### src/rtl/cube_scan_sequencer.sv
// LED cube scan sequencer: steps through colour/plane/frame slots, asks the loader to
// shift each slot's data under a blanked output, then shows the slot for a fixed dwell.
module cube_scan_sequencer #(
    parameter int PLANES       = 7,
    parameter int COLORS       = 3,
    parameter int ADDR_STRIDE  = 21,
    parameter int BLANK_CYCLES = 16,
    parameter int DWELL_CYCLES = 2000,
    parameter int FRAME_REPEAT = 50,
    parameter int LOAD_TIMEOUT = 1023
) (
    input  logic        clk,
    input  logic        reset,
    input  logic        enable,
    input  logic [7:0]  frame_last,
    input  logic        load_done,
    output logic        load_start,
    output logic [15:0] rom_addr,
    output logic [1:0]  color_sel,
    output logic [2:0]  plane_sel,
    output logic [7:0]  frame_idx,
    output logic        oe_n,
    output logic        frame_tick,
    output logic        load_err
);
    localparam int TMAX0 = (BLANK_CYCLES > DWELL_CYCLES) ? BLANK_CYCLES : DWELL_CYCLES;
    localparam int TMAX  = (TMAX0 > LOAD_TIMEOUT) ? TMAX0 : LOAD_TIMEOUT;
    localparam int TW    = $clog2(TMAX + 1);
    localparam int SW    = (FRAME_REPEAT > 1) ? $clog2(FRAME_REPEAT) : 1;

    typedef enum logic [2:0] {
        IDLE,
        BLANK,
        LOAD_REQ,
        LOAD_WAIT,
        DISPLAY
    } state_t;

    state_t         state, state_next;
    logic [TW-1:0]  timer, timer_next;
    logic [SW-1:0]  scan, scan_next;
    logic [1:0]     color_next;
    logic [2:0]     plane_next;
    logic [7:0]     frame_next;
    logic [15:0]    addr_next;
    logic           advance;
    logic           err_set;
    logic           tick_next;

    // Moore outputs: load_start only in LOAD_REQ, oe_n low only in DISPLAY, so they can never overlap.
    assign load_start = (state == LOAD_REQ);
    assign oe_n       = (state != DISPLAY);

    always_comb begin
        state_next = state;
        timer_next = timer + TW'(1);
        advance    = 1'b0;
        err_set    = 1'b0;
        case (state)
            IDLE: begin
                timer_next = '0;
                if (enable) state_next = BLANK;
            end
            BLANK: begin
                if (timer == TW'(BLANK_CYCLES - 1)) begin
                    state_next = LOAD_REQ;
                    timer_next = '0;
                end
            end
            LOAD_REQ: begin
                state_next = LOAD_WAIT;
                timer_next = '0;
            end
            LOAD_WAIT: begin
                // A done arriving in the timeout cycle wins over the timeout.
                if (load_done) begin
                    state_next = DISPLAY;
                    timer_next = '0;
                end else if (timer == TW'(LOAD_TIMEOUT - 1)) begin
                    state_next = DISPLAY;
                    timer_next = '0;
                    err_set    = 1'b1;
                end
            end
            DISPLAY: begin
                if (timer == TW'(DWELL_CYCLES - 1)) begin
                    advance    = 1'b1;
                    timer_next = '0;
                    state_next = enable ? BLANK : IDLE;
                end
            end
            default: begin
                state_next = IDLE;
                timer_next = '0;
            end
        endcase
    end

    always_comb begin
        color_next = color_sel;
        plane_next = plane_sel;
        scan_next  = scan;
        frame_next = frame_idx;
        tick_next  = 1'b0;
        if (advance) begin
            if (color_sel == 2'(COLORS - 1)) begin
                color_next = '0;
                if (plane_sel == 3'(PLANES - 1)) begin
                    plane_next = '0;
                    if (scan == SW'(FRAME_REPEAT - 1)) begin
                        scan_next  = '0;
                        tick_next  = 1'b1;
                        frame_next = (frame_idx >= frame_last) ? '0 : frame_idx + 8'd1;
                    end else begin
                        scan_next = scan + SW'(1);
                    end
                end else begin
                    plane_next = plane_sel + 3'd1;
                end
            end else begin
                color_next = color_sel + 2'd1;
            end
        end
        addr_next = 16'(int'(frame_next) * ADDR_STRIDE + int'(plane_next) * COLORS + int'(color_next));
    end

    always_ff @(posedge clk) begin
        if (reset) begin
            state      <= IDLE;
            timer      <= '0;
            scan       <= '0;
            color_sel  <= '0;
            plane_sel  <= '0;
            frame_idx  <= '0;
            rom_addr   <= '0;
            frame_tick <= 1'b0;
            load_err   <= 1'b0;
        end else begin
            state      <= state_next;
            timer      <= timer_next;
            frame_tick <= tick_next;
            if (err_set) load_err <= 1'b1;
            if (advance) begin
                color_sel <= color_next;
                plane_sel <= plane_next;
                scan      <= scan_next;
                frame_idx <= frame_next;
                rom_addr  <= addr_next;
            end
        end
    end
endmodule

### config.mk
export PLATFORM = sky130hd
export DESIGN_NAME = cube_scan_sequencer
export DESIGN_NICKNAME = d
export VERILOG_FILES = /design/src/rtl/cube_scan_sequencer.sv
export SDC_FILE = /design/constraint.sdc
export NUM_CORES = 1
export LEC_CHECK = 0
export BUFFER_PORTS_ARGS = -buffer_cell sky130_fd_sc_hd__buf_2
export CAP_MARGIN = 5
export CORE_UTILIZATION = 50
export DETAILED_ROUTE_END_ITERATION = 10
export GPL_TIMING_DRIVEN = 0
export HOLD_SLACK_MARGIN = 0.02
export PLACE_DENSITY_LB_ADDON = 0.1
export SYNTH_ARGS = -nofsm -noshare
export SYNTH_HDL_FRONTEND = slang
export SYNTH_SLANG_ARGS = --single-unit
export TNS_END_PERCENT = 1
### constraint.sdc
create_clock -name clk -period 6 [get_ports clk]
set_input_delay 0.9 -clock clk [delete_from_list [all_inputs] [get_ports clk]]
set_output_delay 0.9 -clock clk [all_outputs]
set_load 0.02 [all_outputs]
==> impl_summary.md <==
Synth
The adder-cell area share of the yosys netlist is 22.16%. The fraction of registers with async set or reset after synthesis is 0%. The area share of the leading cell type in the synthesized netlist is 26.81%. Summing the areas of all compound-gate instances in the mapped netlist gives 15.53% of the synthesized area. The sequential share of the synthesized area is 26.81%. The post-synthesis simple-gate area fraction is 24.42%.

The average cell area after synthesis is 8.528 µm². By area, the combinational part of the netlist is dominated by simple AND/OR/NAND/NOR gates. In the post-synthesis netlist, the biggest area contributors are dfxtp_1 27%, ha_1 18%, fa_1 4.4%, inv_1 3.7%, nand2_1 3.6%.

For this run, the leading register cell type out of synthesis is dfxtp_1. The post-synthesis instance area is 3659 µm². In this run, synthesis inferred 0 flip-flops with an integrated enable.

Synthesis produced 429 cells. The portion of synthesized area spent on multiplexers is 0.8892%. Synthesis instantiated 57 different standard cells from the library.

The parity-gate share of the synthesized area counting xor and xnor cells is 4.309%. The count of synthesis-stage warnings from yosys is 0. The register bit total from synthesis is 49. The cell type with the highest aggregate area in the netlist is dfxtp_1.

Clock tree
The clock-pin slew on the worst setup and hold paths is 0.10 ns. The longest clock path from root to sink contains 2 buffers. The clock latency of the later-clocked register in the worst-skew pair is 0.31 ns.

The post-CTS repair timing setup buffer count is 0. The number of H-tree levels is 2. CTS placed an instance of clkbuf_8 at the clock tree root. For this design, the sink count on the clock tree is 49. In this run, CTS created clock tree buffers numbering 5.

TritonCTS built the clock tree.

Place
At the end of routability-driven placement, the weighted congestion stood at 0.8333. The total of buffers placed on input and output ports is 41. The instance count after placement with tap cells included is 567. The HPWL after detailed placement is 6522 µm.

The total cell area at the placement stage is 3988 µm².

Flow run
Max-cap violations in this run came to 0.

Finish
The ratio of cells with drive above 1 in the final layout is 15.03%. The final standard cell area without fillers is 4115 µm². The number of fill cells is 672. The area added between synthesis and finish is 12.48%. The number of nets in the final layout is 550. The top cell types in the final layout, fill and taps aside, are 52 x ha_1, 49 x dfxtp_1, 45 x buf_2. Registers take 980.9 µm². The final cell count without fillers is 575. The combined area of the multi-input logic cells is 2474 µm².

The most common cell after layout, fill and taps aside is ha_1. The final antenna diode count is 0.

Power and ir drop
VDD sags by at most 0.0001500 V. The analysis attributes to cell leakage a power of 1.976 nW. The overall power of the completed layout is 0.0008383 W. The internal power contribution is 0.0005627 W. In this run switching power makes up 32.87% of total power. The proportion of power drawn by flip-flops and latches is 41.3%. For this design the total switching power over the nets is 0.0002756 W. The share of total power in combinational logic is 27.3%.

The clock share of power is 31.4%. In this run the power density over the cells is 203.7 nW/µm².

Route
The number of vias in the routed layout is 3221. After detailed routing, the total wire length is 8399 µm. The detailed router finished its first iteration with 76 violations.

After detailed routing, the number of remaining DRC violations is 0. The number of antenna-violating nets in the routed design is 0. The via density per instance is 5.602. The average routed wire per standard cell is 14.61 µm. The first-pass iteration count of the detailed router is 5.

STA
The number of hold violations in the final report came to 0. In this run the tightest slew margin relative to its limit is 51.86%. The largest clock skew in the final design is 0.01291 ns. The pin slew with the least headroom to its limit is 0.7178 ns.

Setup repair after global routing left no endpoint under its margin. The final critical-path required period is 5.477 ns. The highest clock frequency the design can meet is 182.6 MHz. The share of the clock period used by the worst path is 91.28%. The final count of negative-setup-slack endpoints is 0. The number of max-slew violations in the final report is 0.

Critical path
On the critical path, the stage with the largest delay is an instance of fa_1. The worst endpoint required time is 6.19 ns. Traced cell by cell, the critical path runs through buf_2, inv_1, ha_1, a21o_1, a21oi_2, o31ai_2, or3_1, nand2_1, fa_1, ha_1, inv_1, fa_1, inv_1, fa_1, a211oi_1, nor2_1, o31a_1, a221oi_1, nor3_1.

The data arrival time of the worst path is 5.67 ns. The worst setup slack for register-to-register paths is 0.71 ns. The critical path class is in -> reg.

Of all nets on the critical path, the largest fanout is 10. STA classifies the critical path endpoint as a flop. The worst setup path is launched from an input port. The largest stage delay on the critical path is 0.51 ns.

Floorplan
The number of placement rows is 30. The floorplan step defined a die boundary enclosing 7663 µm². During I/O placement, the number of pins put on the boundary was 45.

The floorplan die height is 87.54 µm. The horizontal die dimension is 87.54 µm. The total area inside the core boundary comes to 6944 µm². The initial core utilization is 52.68%.

Global routing
Entering global routing, the biggest net connects 17 pins. The total track usage is 23.96%. The overflow left after global routing is 0.

The number of global-route vias before repair is 2952. The global-route wire length before repair is 14260 µm. The initial antenna violation count is 0.

Run status
The flow ran to the end, and the final reports show no timing, DRC or antenna violations.

Min path
In this run the worst hold path is classified as reg -> reg.
-- worst paths after layout --
path                   to          start  depth (start not counted)
max          rom_addr[13]  frame_last[6]                         19
min reg2reg   rom_addr[0]    rom_addr[0]                          2
max reg2reg  rom_addr[13]   frame_idx[2]                         17
min           rom_addr[0]    rom_addr[0]                          2
-- per-layer routing --
layer | part of all wire (%) | track usage [%]
met1 | 48 | 31.36
met2 | 46 | 40.77
met3 | 3.8 | 3.864
met4 | 1.9 | 7.004
met5 | 0 | 0
-- critical path, delay by kind of cell --
| kind | cells | cell delay (ns) |
|---|---|---|
| AO/OA/AOI/OAI | 6 | 1.74 |
| adder cells (fa/ha/maj) | 5 | 2.00 |
| buffers and inverters | 4 | 0.22 |
| AND/OR/NAND/NOR | 4 | 0.79 |
-- registers in the layout, summed over array words and instances, names as in the netlist --
name,count
scan,6
plane_sel,3
frame_idx,8
load_err,1
frame_tick,1
timer,11
rom_addr,14
color_sel,2
state,3
-- area by class of cell --
class / count / area share (%)
sequential: 49 / 23.84
multi-input combinational: 329 / 60.11
timing repair buffer: 41 / 4.986
inverter: 36 / 3.284
buffer: 16 / 1.855
clock inverter: 2 / 1.003
clock buffer: 6 / 2.007
tap: 96 / 2.919
-- cell families after synthesis --
| family | after synthesis |
|---|---|
| muxes | 3 |
| AOI/OAI and AO/OA | 83 |
| DFF | 49 |
| adders and majority gates | 60 |
| buffers and inverters | 52 |
| other | 1 |
| and+or+nand+nor | 163 |
| xor gates and xnor gates | 18 |
-- Yosys cell counts (all sizes together), types with 3 or more instances --
library cell	n
a21oi	24
nand2b	3
or2	4
and3	7
and2	5
a31oi	6
ha	52
or4	3
nor4	5
fa	8
nor2b	4
clkbuf	8
inv	36
o2bb2ai	3
nand2	35
o311ai	3
a211oi	5
a21o	8
nor4b	3
nand4	6
o21a	5
a2bb2oi	3
and4	7
o21ai	12
nand3	20
dfxtp	49
or3	6
nor3	16
o31a	3
buf	8
xor2	9
nor2	31
xnor2	9
a311o	3
-- power groups by stage --
stage / registers (W) / clock network [W] / logic, W
after floorplan: 0.000356 / 0 / 0.000169
after global placement: 0.000353 / 0 / 0.000222
after detailed placement: 0.000354 / 0 / 0.000226
after CTS: 0.000346 / 0.000267 / 0.000229
after global routing: 0.000348 / 0.000278 / 0.000263
final: 0.000346 / 0.000263 / 0.000229
-- what timing repair did --
item                                    CTS  global route
endpoints found under the setup margin    0             2
gates resized for setup                   0             1
hold buffers                              0             0
-- metrics by stage --
| stage | TNS (ns) | hold WS (ns) | setup WS [ns] | utilization, % |
|---|---|---|---|---|
| floorplan | 0 | 0.4412 | 0.7162 | - |
| global placement | -0.06276 | 0.4381 | -0.06276 | 57.42 |
| detailed placement | -0.07056 | 0.4441 | -0.07056 | 57.42 |
| CTS | 0 | 0.4592 | 0.2105 | 59.21 |
| global route | 0 | 0.4858 | 0.1979 | 59.26 |
| finish | 0 | 0.4600 | 0.5232 | 59.26 |
(Power assumes the default switching activity.)
